`config.mk`:
```
export PLATFORM = sky130hd
export DESIGN_NAME = serial_magnitude_comparator
export DESIGN_NICKNAME = d
export VERILOG_FILES = /design/src/rtl/serial_magnitude_comparator_pkg.sv /design/src/rtl/serial_magnitude_comparator_digit_compare.sv /design/src/rtl/serial_magnitude_comparator.sv
export SDC_FILE = /design/constraint.sdc
export NUM_CORES = 1
export LEC_CHECK = 0
export CAP_MARGIN = 25
export CORE_ASPECT_RATIO = 1.1
export CORE_MARGIN = 3
export CORE_UTILIZATION = 49
export DETAILED_ROUTE_END_ITERATION = 8
export GPL_ROUTABILITY_DRIVEN = 0
export PLACE_DENSITY = 0.84
export SETUP_SLACK_MARGIN = 0.1
export SLEW_MARGIN = 20
export SYNTH_ARGS = -nofsm -noshare
export SYNTH_HDL_FRONTEND = slang
export SYNTH_SLANG_ARGS = --single-unit
```
`constraint.sdc`:
```
create_clock -name clk -period 2.46 [get_ports clk]
set_input_delay 0.738 -clock clk [delete_from_list [all_inputs] [get_ports clk]]
set_output_delay 0.738 -clock clk [all_outputs]
set_load 0.01 [all_outputs]
```
`src/rtl/serial_magnitude_comparator_pkg.sv`:
```
// Shared types and helpers for the serial magnitude comparator.
package comparator_pkg;

    typedef enum logic [1:0] {
        IDLE = 2'd0,
        RUN  = 2'd1,
        DONE = 2'd2
    } state_e;

    // Result codes; CMP_NONE marks "no decision yet" / "no result presented".
    localparam logic [1:0] CMP_NONE = 2'd0;
    localparam logic [1:0] CMP_LT   = 2'd1;
    localparam logic [1:0] CMP_EQ   = 2'd2;
    localparam logic [1:0] CMP_GT   = 2'd3;

    function automatic int calc_ndig(input int width, input int digit);
        return width / digit;
    endfunction

    // Digit index width, never below one bit so NDIG==1 still has a counter.
    function automatic int calc_idx_w(input int ndig);
        return (ndig <= 1) ? 1 : $clog2(ndig);
    endfunction

endpackage

```
`src/rtl/serial_magnitude_comparator_digit_compare.sv`:
```
// Combinational unsigned compare of one DIGIT-wide slice.
module digit_compare #(
    parameter int DIGIT = 4
) (
    input  logic [DIGIT-1:0] a,
    input  logic [DIGIT-1:0] b,
    output logic             lt,
    output logic             eq,
    output logic             gt
);

    // Plain magnitude relation of the two slices.
    always_comb begin
        lt = (a < b);
        eq = (a == b);
        gt = (a > b);
    end

endmodule

```
`src/rtl/serial_magnitude_comparator.sv`:
```
// Multi-cycle MSB-first magnitude comparator with valid/ready on both sides.
//
// state | meaning
// IDLE  | waiting for an operand pair, in_ready high
// RUN   | stepping digits from MSB towards LSB
// DONE  | result presented, held until out_ready
module serial_magnitude_comparator
    import comparator_pkg::*;
#(
    parameter int WIDTH      = 16,
    parameter int DIGIT      = 4,
    parameter int EARLY_EXIT = 1
) (
    input  logic             clk,
    input  logic             reset,
    input  logic             in_valid,
    output logic             in_ready,
    input  logic [WIDTH-1:0] A,
    input  logic [WIDTH-1:0] B,
    input  logic             signed_mode,
    output logic             out_valid,
    input  logic             out_ready,
    output logic             less,
    output logic             equal,
    output logic             greater,
    output logic             busy
);

    localparam int NDIG  = calc_ndig(WIDTH, DIGIT);
    localparam int IDX_W = calc_idx_w(NDIG);
    localparam logic [IDX_W-1:0] IDX_MSB = IDX_W'(NDIG - 1);

    if (DIGIT < 1 || WIDTH < DIGIT || (WIDTH % DIGIT) != 0) begin : g_param_check
        $error("serial_magnitude_comparator: WIDTH must be a positive multiple of DIGIT");
    end

    state_e           state_q, state_d;
    logic [IDX_W-1:0] idx_q, idx_d;
    logic [WIDTH-1:0] a_q, a_d;
    logic [WIDTH-1:0] b_q, b_d;
    logic [1:0]       dec_q, dec_d;
    logic [1:0]       res_q, res_d;
    logic             out_valid_q, out_valid_d;

    logic [DIGIT-1:0] slice_a, slice_b;
    logic             dig_lt, dig_eq, dig_gt;
    logic [1:0]       dig_code;
    logic [1:0]       decided;

    assign slice_a = a_q[int'(idx_q)*DIGIT +: DIGIT];
    assign slice_b = b_q[int'(idx_q)*DIGIT +: DIGIT];

    digit_compare #(.DIGIT(DIGIT)) u_digit (
        .a  (slice_a),
        .b  (slice_b),
        .lt (dig_lt),
        .eq (dig_eq),
        .gt (dig_gt)
    );

    // Current digit's verdict, and the sticky decision including earlier digits.
    always_comb begin
        dig_code = CMP_NONE;
        if (!dig_eq) begin
            dig_code = dig_lt ? CMP_LT : (dig_gt ? CMP_GT : CMP_NONE);
        end
        decided = (dec_q != CMP_NONE) ? dec_q : dig_code;
    end

    // Next-state logic: handshake, digit stepping and result capture.
    always_comb begin
        state_d     = state_q;
        idx_d       = idx_q;
        a_d         = a_q;
        b_d         = b_q;
        dec_d       = dec_q;
        res_d       = res_q;
        out_valid_d = out_valid_q;
        unique case (state_q)
            IDLE: begin
                if (in_valid) begin
                    // Flipping both sign bits maps two's-complement order onto unsigned order.
                    a_d            = A;
                    b_d            = B;
                    a_d[WIDTH-1]   = A[WIDTH-1] ^ signed_mode;
                    b_d[WIDTH-1]   = B[WIDTH-1] ^ signed_mode;
                    idx_d          = IDX_MSB;
                    dec_d          = CMP_NONE;
                    state_d        = RUN;
                end
            end
            RUN: begin
                if (((EARLY_EXIT != 0) && (decided != CMP_NONE)) || (idx_q == '0)) begin
                    res_d       = (decided == CMP_NONE) ? CMP_EQ : decided;
                    out_valid_d = 1'b1;
                    state_d     = DONE;
                end else begin
                    idx_d = idx_q - 1'b1;
                    dec_d = decided;
                end
            end
            DONE: begin
                if (out_ready) begin
                    res_d       = CMP_NONE;
                    out_valid_d = 1'b0;
                    state_d     = IDLE;
                end
            end
            default: state_d = IDLE;
        endcase
    end

    // State and datapath registers; reset drops any transaction in flight.
    always_ff @(posedge clk) begin
        if (reset) begin
            state_q     <= IDLE;
            idx_q       <= '0;
            a_q         <= '0;
            b_q         <= '0;
            dec_q       <= CMP_NONE;
            res_q       <= CMP_NONE;
            out_valid_q <= 1'b0;
        end else begin
            state_q     <= state_d;
            idx_q       <= idx_d;
            a_q         <= a_d;
            b_q         <= b_d;
            dec_q       <= dec_d;
            res_q       <= res_d;
            out_valid_q <= out_valid_d;
        end
    end

    assign in_ready  = (state_q == IDLE);
    assign busy      = (state_q != IDLE);
    assign out_valid = out_valid_q;
    assign less      = (res_q == CMP_LT);
    assign equal     = (res_q == CMP_EQ);
    assign greater   = (res_q == CMP_GT);

endmodule

```
==> results by group <==
Route
  • Routed len/inst: 12.35 µm
  • Vias: 1,533
  • Antenna violation net count after detailed routing: 0
  • Via-to-Cell Ratio: 5.010
  • DRT iter0 DRCs: 80
  • Total Wirelength: 3779 µm
  • Initial DRT Pass Iterations: 4
  • DRC: 0

Yosys
  • EDFF count, synth: 0
  • Top area cells in the synthesized netlist: dfxtp_1, nand2_1, mux4_2
  • Cell count after synthesis: 213
  • Synth unique cells: 27
  • Post-synth top flop: dfxtp_1
  • Largest area contributor in the netlist: dfxtp_1
  • Syn Nets: 255
  • Number of synthesized register bits: 41
  • Async SR Flop Fraction: 0
  • Sequential-to-total area share from yosys stat: 0.4418
  • Post-synth top area share: 0.4418
  • Ys Warns: 0
  • Mean cell area of the mapped netlist: 8.723 µm²
  • Mapped Area: 1858 µm²

Power and ir drop
  • Int Power: 1.223 mW
  • Net Sw Frac: 0.2755
  • Leakage: 0.9137 nW
  • Logic pwr share: 0.276
  • Clock group share of total power: 0.263
  • Sw power: 464.9 µW
  • PD cells: 692.7 nW/µm²
  • Reg power frac: 0.461
  • Pwr Total: 1.687 mW
  • Worst VDD drop: 0.4405 mV

Global routing
  • GRT Resource Usage Total: 0.1772
  • Vias in the first global route: 1,482
  • Largest net degree at the start of global routing: 31
  • GRT overflow: 0
  • Initial antenna violation count: 0
  • First-pass GRT wire length: 6375 µm

Place
  • PortBufs: 42
  • Placed cell count: 297
  • Placed cell areas: 2315 µm²
  • Final HPWL DP: 2827 µm
  • Dpl ws: 0.09914 ns

Timing
  • Tmin final: 2.244 ns
  • Final worst-path setup slack: 0.2158 ns
  • Final Hold Slack: 0.4584 ns
  • Rel. slew slack: 0.6610
  • Peak Freq: 0.4456 GHz
  • Slew Viols, Final: 0
  • Worst slew pin tran: 0.5069 ns
  • Clock Skew: 0.003647 ns
  • TNS Setup: 0 ns
  • Period Utilization, post-route: 0.9123
  • Final hold viol count: 0
  • RSZ-0062 raised after global routing: no
  • Final setup fails: 0

Die
  • Die Ht: 70.59 µm
  • Die Area: 4568 µm²
  • Core region area: 3496 µm²
  • Die Wd: 64.71 µm
  • Row cnt: 22
  • I/O pins: 43
  • Initial core utilization: 0.5315

Setup path
  • Worst setup EP type: output pin
  • Crit path kind: reg -> out
  • Worst Path Required: 1.72 ns
  • Worst-path fanout max: 7
  • CP arrival: 1.51 ns
  • Worst Setup Start Kind: flip-flop
  • Reg2reg start: idx_q[0]
  • Crit path from: state_q[0]

Finish
  • Share of layout cells above drive strength 1: 0.1279
  • Final Core Density: 0.6969
  • Non-Filler Instances: 306
  • Area Growth Syn to Fin: 31.11%
  • Commonest cells after routing, fill and taps aside: nand2_1, clkdlybuf4s50_1, dfxtp_1, a21oi_1
  • # nets final: 299
  • Commonest non-fill, non-tap cell in the layout: nand2_1
  • Fin area: 2436 µm²
  • Register Area: 823.3 µm²
  • FILL cells: 306
  • Multi-input gate area: 945.9 µm²
  • # diodes: 0

Clocking
  • Clock-pin slew on the worst setup and hold paths: 0.11 ns
  • Root buffer cell: clkbuf_4
  • Clk sinks: 41
  • Post-CTS Hold Buffers: 0
  • Max Root-Sink Buffers: 2
  • Insertion delay to the later sink of the worst-skew pair: 0.34 ns
  • CTS tree: built
  • CTS Buf Count: 5
  • H-Tree Depth: 2

Worst hold path
  • Worst hold start: b_q[3]
  • Hold Path Class: reg -> reg

Run
  • Maxcap violations: 0

Run status
  • Run status: finished, final reports clean
[worst max-delay path, cell delays in order (launching register included)]
cell	delay, ns
dfxtp_1	0.51
nor2_4	0.08
inv_1	0.06
clkdlybuf4s50_1	0.52
[sequential cells by signal, summed over array words and instances (netlist names)]
name and flops:
a_q 16, state_q 2, out_valid 1, idx_q 2
b_q 16, dec_q 2, res_q 2
[worst paths after layout]
path	end	cells past startpoint	slack, ns
worst max-delay path	busy	3	0.22
worst min-delay path	b_q[3]	2	0.46
worst max register to register	res_q[1]	7	0.22
worst min register to register	b_q[3]	2	0.46
[layer usage]
layer  vias to the layer above  wire (µm)  GRT usage
met3                         5        170    0.04444
met2                        37       1833     0.3080
met1                       683       1730     0.2093
li1                        808          -          -
met4                         0         45    0.06573
met5                         -          0          0
[power groups by stage]
stage               clock network, mW  registers (mW)  logic (mW)
global route                    0.474           0.789       0.517
finish                          0.445           0.778       0.465
global placement                    0           0.790       0.427
CTS                             0.454           0.777       0.454
detailed placement                  0           0.791       0.442
floorplan                           0           0.773       0.304
[area by class of cell]
class / instances / share of cell area
clock inverter: 1 / 0.01233
sequential: 41 / 0.3380
timing repair buffer: 51 / 0.2018
tap: 48 / 0.02465
multi-input combinational: 150 / 0.3883
clock buffer: 7 / 0.02260
inverter: 8 / 0.01233
[cells in the mapped netlist (2+ instances only)]
master	instances
xnor2_1	2
dfxtp_1	41
mux4_2	8
clkbuf_1	4
nor2_1	7
o21ai_0	4
buf_2	7
ha_1	5
inv_1	8
nor2b_1	3
nor3_1	6
buf_6	3
a211oi_1	4
nor3b_1	2
and2_1	3
a21oi_1	33
nand2_1	63
[logic make-up after synthesis]
group / count (synthesis) / share of synthesized area
buf+inv: 22 / 0.06127
simple gates: 90 / 0.2175
xor+xnor: 2 / 0.009429
fa+ha+maj: 5 / 0.03367
compound gates: 44 / 0.1340
mux: 9 / 0.1024
flops: 41 / 0.4418
[timing repair]
item	CTS	global route
gates resized for setup	3	5
setup endpoints to repair	2	4
setup buffers	1	0
gates cloned	0	0
(Power assumes the default switching activity.)
==> variant: new RTL, same flow settings <==
Take the reset off `a_q` and `b_q` and load them in a clocked block of their own.
--- a/src/rtl/serial_magnitude_comparator.sv
+++ b/src/rtl/serial_magnitude_comparator.sv
@@ -117,4 +117,2 @@
             idx_q       <= '0;
-            a_q         <= '0;
-            b_q         <= '0;
             dec_q       <= CMP_NONE;
@@ -125,4 +123,2 @@
             idx_q       <= idx_d;
-            a_q         <= a_d;
-            b_q         <= b_d;
             dec_q       <= dec_d;
@@ -131,2 +127,7 @@
         end
+    end
+
+    always_ff @(posedge clk) begin
+        a_q <= a_d;
+        b_q <= b_d;
     end
Check against the original RTL: no difference found for any inputs over 10 cycles, from zero or initial values and one cycle with reset high; that may be too few to reach the edited logic, so the function may still have changed.
==> variant against the unedited design <==
Routed wire length down 20%. Design area shrank 2.2%. Synthesized area shrank 7.5%. Power decreased by 9.2%. Synthesized cell count is 49% lower. Sequential cell count did not move. Setup slack worse by 0.039 ns. Largest power group unchanged.
==> variant: results (changes against the unedited design) <==
Final net count = 203 (-32%)
Crit-path max FO = 4 (-3)
Static leakage = 0.833 nW (-8.8%)
Part of the power in combinational logic = 19.4% (-8.2 points)
Fillers = 229 (-25%)
Largest net degree at the start of global routing = 37 (+19%)
Non-clock buffers, area share = 20.8% (+0.65 points)
Vias in the first global route = 1071 (-28%)
Layout cell share with drive strength beyond 1 = 23.5% (+11 points)
Worst R2R Setup Slack = 0.18 ns (-0.04 ns)
EDFF count, synth = 32 (+32)
Slowest stage delay, CP = 0.54 ns (+0.02 ns)
Comb_multi_in = 55 (-63%)
Synth Area in Compound Gates = 6.40% (-7.0 points)
Clock-cell share of area = 3.15% (-0.34 points)
DP Area = 2210 sq um (-4.4%)
Clock buf count = 6 (-1)
Synthesis-to-layout area growth = 38.6%
Status = finished clean
Sequential area share after synthesis = 66.4% (+22 points)
Wirelength per Cell = 14.5 um (+17%)
Met3 wire len = 233 um (+37%)
Grt met2 use = 24.5% (-6.3 points)
GR Util met1 = 16.1% (-4.9 points)
Setup Buffers After CTS = 4 (+3)
Mapped Nets = 150 (-41%)
Delay-heaviest family, CP = multiplexers
Max rail drop VDD = 0.434 mV (-1.5%)
Mux share of post-synthesis cell area = 10.5% (+0.24 points)
Fraction of area in multi-input gates = 24.3% (-15 points)
M3 GR Usage = 6.57% (+2.1 points)
Worst Skew = 0.00516 ns (+0.00151 ns)
Initial DRC Count = 51 (-36%)
Unique masters post-synth = 32 (+19%)
DP Wirelength = 2170 um (-23%)
DR vias/cell = 5.15 (+2.8%)
Sequential cell area share = 48.1% (+14 points)
Min-Delay Endpoint = res_q[0]
Hold Crit Start = res_q[0]
Clk power = 402 uW (-9.7%)
Resize count post-CTS = 0 (-3)
Switching Share = 21.7% (-5.8 points)
Met1 Wirelength = 1110 um (-36%)
CP max stage cell = mux4_2
Slew @ Worst Pin = 0.356 ns (-0.151 ns)
Xor/xnor cell area share of the yosys netlist = 1.02% (+0.076 points)
First-pass GRT wire length = 4620 um (-27%)
Routed length on met2 = 1620 um (-12%)
Synth Area in Adders = 3.64% (+0.27 points)
## variant: cell count changes after synthesis, sizes merged, moves of 3 or more
cell and change:
nor2 -6, buf -6, edfxtp +32, dfxtp -32, a211oi -3, clkbuf -4
a21oi -28, nand2 -62
## variant: metrics by stage
step | hold WS [ns] | setup WS (ns) | cells | util (%) | power [mW]
after floorplan | 0.461 | 0.143 | 108 | - | 0.987
after global placement | 0.490 | 0.131 | 195 | 69.0 | 1.10
after detailed placement | 0.510 | 0.0595 | 195 | 69.0 | 1.11
after CTS | 0.526 | 0.111 | 207 | 72.3 | 1.52
after global routing | 0.550 | 0.0563 | 208 | 74.4 | 1.61
final | 0.525 | 0.177 | 208 | 74.4 | 1.53
## variant: worst max path at each step
stage	slack, ns	cells after the start	end
5_1_grt	0.06	7	idx_q[1]
2_1_floorplan	0.14	7	idx_q[1]
4_1_cts	0.11	8	idx_q[0]
3_5_place_dp	0.06	7	idx_q[1]
3_3_place_gp	0.13	6	idx_q[1]
6_report	0.18	8	out_valid
